===== src/rtl/rom_string_streamer_if.sv =====
// Valid/ready character stream between the ROM streamer and its consumer.
// Ports: out_data, out_valid, out_last from master; out_ready from slave.
interface rom_string_streamer_if #(
    parameter int DATA_W = 8
);
    logic [DATA_W-1:0] out_data;
    logic              out_valid;
    logic              out_ready;
    logic              out_last;

    modport master (
        output out_data,
        output out_valid,
        output out_last,
        input  out_ready
    );

    modport slave (
        input  out_data,
        input  out_valid,
        input  out_last,
        output out_ready
    );
endinterface


===== src/rtl/rom_string_streamer.sv =====
// Streams MSG_LEN characters from the character ROM, one per handshake.
// Ports: clk, rst_n, start, addr/romout (ROM side), out (stream), busy, done.
module rom_string_streamer #(
    parameter int ADDR_W     = 4,
    parameter int DATA_W     = 8,
    parameter int MSG_LEN    = 16,
    parameter int START_ADDR = 0
) (
    input  logic                  clk,
    input  logic                  rst_n,
    input  logic                  start,
    output logic [ADDR_W-1:0]     addr,
    input  logic [DATA_W-1:0]     romout,
    rom_string_streamer_if.master out,
    output logic                  busy,
    output logic                  done
);
    localparam int CNT_W = ADDR_W + 1;
    localparam logic [ADDR_W-1:0] START = ADDR_W'(START_ADDR);
    localparam logic [CNT_W-1:0] LAST_IDX = CNT_W'(MSG_LEN - 1);
    localparam logic ONE_CHAR = (MSG_LEN == 1);

    typedef enum logic [1:0] {
        IDLE,
        FETCH,
        SEND,
        DONE
    } state_t;

    state_t            state, state_n;
    logic [ADDR_W-1:0] addr_n;
    logic [DATA_W-1:0] data_q, data_n;
    logic              valid_q, valid_n;
    logic              last_q, last_n;
    logic              busy_n, done_n;
    logic [CNT_W-1:0]  count, count_n;
    logic              hs;

    assign hs            = valid_q && out.out_ready;
    assign out.out_data  = data_q;
    assign out.out_valid = valid_q;
    assign out.out_last  = last_q;

    always_ff @(posedge clk or negedge rst_n) begin
        if (!rst_n) begin
            state   <= IDLE;
            addr    <= START;
            data_q  <= '0;
            valid_q <= 1'b0;
            last_q  <= 1'b0;
            busy    <= 1'b0;
            done    <= 1'b0;
            count   <= '0;
        end else begin
            state   <= state_n;
            addr    <= addr_n;
            data_q  <= data_n;
            valid_q <= valid_n;
            last_q  <= last_n;
            busy    <= busy_n;
            done    <= done_n;
            count   <= count_n;
        end
    end

    always_comb begin
        state_n = state;
        addr_n  = addr;
        data_n  = data_q;
        valid_n = valid_q;
        last_n  = last_q;
        busy_n  = busy;
        done_n  = 1'b0;
        count_n = count;
        unique case (state)
            IDLE: begin
                addr_n = START;
                if (start) begin
                    state_n = FETCH;
                    busy_n  = 1'b1;
                    count_n = '0;
                end
            end
            FETCH: begin
                data_n  = romout;
                valid_n = 1'b1;
                last_n  = ONE_CHAR;
                addr_n  = addr + 1'b1;
                state_n = SEND;
            end
            SEND: begin
                if (hs) begin
                    if (last_q) begin
                        valid_n = 1'b0;
                        last_n  = 1'b0;
                        done_n  = 1'b1;
                        state_n = DONE;
                    end else begin
                        // addr already points one past the shown character
                        data_n  = romout;
                        addr_n  = addr + 1'b1;
                        count_n = count + 1'b1;
                        last_n  = ((count + 1'b1) == LAST_IDX);
                    end
                end
            end
            DONE: begin
                busy_n  = 1'b0;
                addr_n  = START;
                state_n = IDLE;
            end
            default: state_n = IDLE;
        endcase
    end
endmodule


===== src/flat_wrapper.sv =====
// flat-port wrapper written by rule: the top's interface ports become plain ports
module rom_string_streamer_flat 
#(
    parameter int ADDR_W     = 4,
    parameter int DATA_W     = 8,
    parameter int MSG_LEN    = 16,
    parameter int START_ADDR = 0
)
  (clk, rst_n, start, addr, romout, busy, done, out_out_data, out_out_valid, out_out_last, out_out_ready);
  rom_string_streamer_if #(.DATA_W(DATA_W)) out_i ();
  input  logic clk;
  input  logic rst_n;
  input  logic start;
  output logic [ADDR_W-1:0] addr;
  input  logic [DATA_W-1:0] romout;
  output logic busy;
  output logic done;
  output wire logic [$bits(out_i.out_data)-1:0] out_out_data;
  output wire logic [$bits(out_i.out_valid)-1:0] out_out_valid;
  output wire logic [$bits(out_i.out_last)-1:0] out_out_last;
  input wire logic [$bits(out_i.out_ready)-1:0] out_out_ready;
  assign out_out_data = out_i.out_data;
  assign out_out_valid = out_i.out_valid;
  assign out_out_last = out_i.out_last;
  assign out_i.out_ready = out_out_ready;
  rom_string_streamer #(.ADDR_W(ADDR_W), .DATA_W(DATA_W), .MSG_LEN(MSG_LEN), .START_ADDR(START_ADDR)) u_core (.clk(clk), .rst_n(rst_n), .start(start), .addr(addr), .romout(romout), .out(out_i), .busy(busy), .done(done));
endmodule

===== config.mk =====
export PLATFORM = sky130hd
export DESIGN_NAME = rom_string_streamer_flat
export DESIGN_NICKNAME = d
export VERILOG_FILES = /design/src/rtl/rom_string_streamer_if.sv /design/src/rtl/rom_string_streamer.sv /design/src/flat_wrapper.sv
export SDC_FILE = /design/constraint.sdc
export NUM_CORES = 1
export LEC_CHECK = 0
export ABC_AREA = 1
export CAP_MARGIN = 20
export CELL_PAD_IN_SITES_DETAIL_PLACEMENT = 1
export CELL_PAD_IN_SITES_GLOBAL_PLACEMENT = 2
export CORE_MARGIN = 8
export CORE_UTILIZATION = 26
export DETAILED_ROUTE_END_ITERATION = 10
export MAX_ROUTING_LAYER = met4
export PLACE_DENSITY = 0.75
export SLEW_MARGIN = 20
export SYNTH_ARGS = -nofsm -noshare
export SYNTH_HDL_FRONTEND = slang
export SYNTH_SLANG_ARGS = --single-unit
export TNS_END_PERCENT = 20

===== constraint.sdc =====
create_clock -name clk -period 1.4 [get_ports clk]
set_input_delay 0.21 -clock clk [delete_from_list [all_inputs] [get_ports clk]]
set_output_delay 0.21 -clock clk [all_outputs]
set_load 0.02 [all_outputs]

==> metrics.md <==
| Metric | Value |
|---|---|
| Run status | complete, but fails checks |
| Failing checks | setup timing |
| Fmax | 711 MHz |
| Io pins | 28 |
| Setup Viol. Count Final | 3 |
| Crit path buf inv count | 3 |
| Post-synthesis register bit count | 23 |
| Clk sinks | 23 |
| Crit end category | flip-flop |
| Clock Tree Buf Depth | 2 |
| Num CTS Buffers | 3 |
| Post-Syn Area | 0.00124 mm2 |
| Via count | 1063 |
| Syn Area/Cell | 8.97 um2 |
| RSZ-0062 raised after global routing | yes |
| Internal power | 2.28 mW |
| Crit path kind | reg -> reg |
| Synth Instances | 138 |
| Worst path slowest cell | dfrtp_1 |
| Initial Util | 26.6% |
| Pre-CTS setup slack | -0.0507 ns |
| Relative slew slack | 79.6% |
| CP delay by family, top | buffers and inverters |
| Number of global-route vias before repair | 1147 |
| Simple-gate portion of the synthesized area | 33.1% |
| Final GP Congestion | 0.809 |
| Comb pwr share | 63.9% |
| Residual DRC | 0 |
| Vias/cell | 4.41 |
| Sw Ratio | 45.7% |
| Synth Area in Compound Gates | 5.26% |
| Die area | 0.00722 mm2 |
| H-tree depth | 1 |
| Layout net count | 207 |
| Net Count, Synth | 157 |
| Fin crit share | 100% |
| First-pass GRT wire length | 5440 um |
| Sequential power share | 26.1% |
| CP max FO | 7 |
| Peak VDD IR | 0.000849 V |
| CP startpoint kind | flip-flop |
| Max-cap violations | 0 |
| Adder-Cell Fraction of Synth Area | 7.08% |
| Core area | 0.00466 mm2 |
| Final WL | 3330 um |
| Die width | 85.0 um |
| ANT nets after route | 0 |
| DRT Pass-1 Iters | 3 |
| Skew final | 0.00618 ns |
| Maximum number of pins on one net before global-route repair | 24 |
| Fin Setup TNS | -0.00769 ns |
| Placed Cells | 229 |
| Fin cells | 241 |
| Synth warn | 0 |
| Post-synthesis mux area share | 0% |
| Clk network pwr share | 10.0% |
| Largest family of logic cells by synthesized area | simple AND/OR/NAND/NOR gates |
| Leak Pwr | 0.902 nW |
| Avg WL per Cell | 13.8 um |
| # port buffers | 27 |
| XOR/XNOR Fraction of Synth Area | 1.42% |
| Min Tclk post-route | 1.41 ns |
| HP Class | in -> async |
| Fin. Hold Viols | 0 |
| Post-DP HPWL | 2400 um |
| Final worst setup slack | -0.00690 ns |
| Max Slew Vio Count | 0 |
| Worst-Margin Slew | 0.306 ns |
| Gr ovfl total | 0 |
| GR Util All Layers | 9.71% |
| Final Power | 4.19 mW |
| Critical Path RT | 1.56 ns |
| Pwr per Cell Area | 2340 mW/mm2 |
| Switch Pwr | 1.92 mW |
| CTS tree | built |
| Die H | 85.0 um |
| CP peak stage delay | 0.38 ns |
| Worst path cell trace | inv_2 > ha_4 > buf_8 > nand2_8 > nand3_4 > buf_12 > nand2_2 > nand2_2 |
| Critical path arrival | 1.57 ns |
| Register area share after synthesis | 46.5% |
| Clk_lat worst skew | 0.26 ns |
| Number of antenna diodes | 0 |
| Fraction of layout cells with a size suffix above 1 | 28.3% |
| Post-synth cell types | 24 |
| Cell Rows | 25 |
| Synthesis-to-layout area growth | 44.9% |
| CP most frequent cell | nand2_2 |
| CTS root buf | clkbuf_8 |
| Worst-path clk slew | 0.09 ns |
| DRT iter0 DRCs | 19 |
| Initial antenna violation count | 0 |
-- what timing repair did --
item | 4_1_cts | 5_1_grt
gates resized for setup | 18 | 17
hold buffers | 0 | 0
pin swaps | 1 | 3
setup endpoints to repair | 32 | 20
gates cloned | 1 | 0
setup buffers | 1 | 6
-- metal layers --
layer / vias to the layer above / global-route usage [%] / part of all wire, %
met5: - / - / 0
met4: 0 / 3.88 / 1.2
met3: 4 / 1.54 / 1.5
met2: 11 / 16.1 / 52
met1: 518 / 11.5 / 46
li1: 530 / - / -
-- flip-flops by register name, summed over array words and instances, names as in the netlist --
| signal | cells |
|---|---|
| u_core.addr | 4 |
| u_core.busy | 1 |
| u_core.count | 5 |
| u_core.done | 1 |
| u_core.out.out_data | 8 |
| u_core.out.out_last | 1 |
| u_core.out.out_valid | 1 |
| u_core.state | 2 |
-- cell usage after synthesis --
master,number,share of area [%]
o21ai_1,2,0.81
inv_1,11,3.3
a31oi_1,1,0.51
o21ai_4,1,1.3
xor2_1,1,0.71
nand3_4,1,1.4
ha_1,7,7.1
o21ai_2,2,1.4
nand2_8,1,1.6
nand4_1,2,1.0
xnor2_1,1,0.71
nor2_8,1,1.6
a21oi_1,1,0.40
buf_6,1,0.91
nand3_1,8,3.2
dfrtp_1,23,47
inv_4,1,0.51
nand2_2,10,5.1
nor2_1,9,2.7
nand2_1,48,15
buf_12,1,1.6
inv_2,1,0.30
o21ai_0,2,0.81
nand2_4,2,1.8
-- metrics by stage --
stage	hold WS (ns)	cell area [um2]	utilization (%)
finish	0.292	1790	38.5
global route	0.320	1790	38.5
CTS	0.306	1690	36.2
detailed placement	0.481	1650	35.3
global placement	0.475	1650	35.3
floorplan	-0.0856	1240	-
-- cell families (layout without fill, tap and decap cells) --
kind of cell               count (synthesis)  in the layout
adders and majority gates                  7              7
DFF                                       23             23
and+or+nand+nor                           82             82
buffers and inverters                     15             64
xor gates and xnor gates                   2              2
AOI/OAI and AO/OA                          9              9
-- power groups by stage --
stage               combinational [mW]  sequential (mW)  clock, mW
floorplan                         1.34             1.30          0
global placement                  2.35             1.09          0
detailed placement                2.41             1.10          0
CTS                               2.43             1.08      0.434
global route                      2.94             1.13      0.462
finish                            2.68             1.09      0.420
-- path summary, 6_finish.rpt --
path                                         from                endpoint  slack (ns)  cells past startpoint
min                                         rst_n          u_core.addr[0]        0.29                      2
min reg2reg                u_core.out.out_data[5]  u_core.out.out_data[5]        0.48                      2
max reg2reg                       u_core.state[0]  u_core.out.out_data[4]      -0.007                      8
max                               u_core.state[0]  u_core.out.out_data[4]      -0.007                      8
max in group asynchronous                   rst_n         u_core.count[1]        0.85                      2
min in group clk                        romout[7]  u_core.out.out_data[7]        0.48                      3
-- cells in the final DEF (no fill, tap or decap), drive strengths merged --
cell type       n
dlygate4sd2    16
clkdlybuf4s50  11
nor2           10
nand4           2
a21oi           1
buf            19
xor2            1
dfrtp          23
nand2          61
inv            14
nand3           9
xnor2           1
ha              7
o21ai           7
a31oi           1
clkbuf          4
-- layout make-up --
class                   count  area, um2
clock buffers               4       45.0
flip-flops and latches     23        578
inverters                  13       56.3
repair buffers             46        417
well taps                  54       67.6
multi-input cells         100        623
repair inverters            1       6.26
fillers                   550       2870
Power figures use the tool's default switching activity.
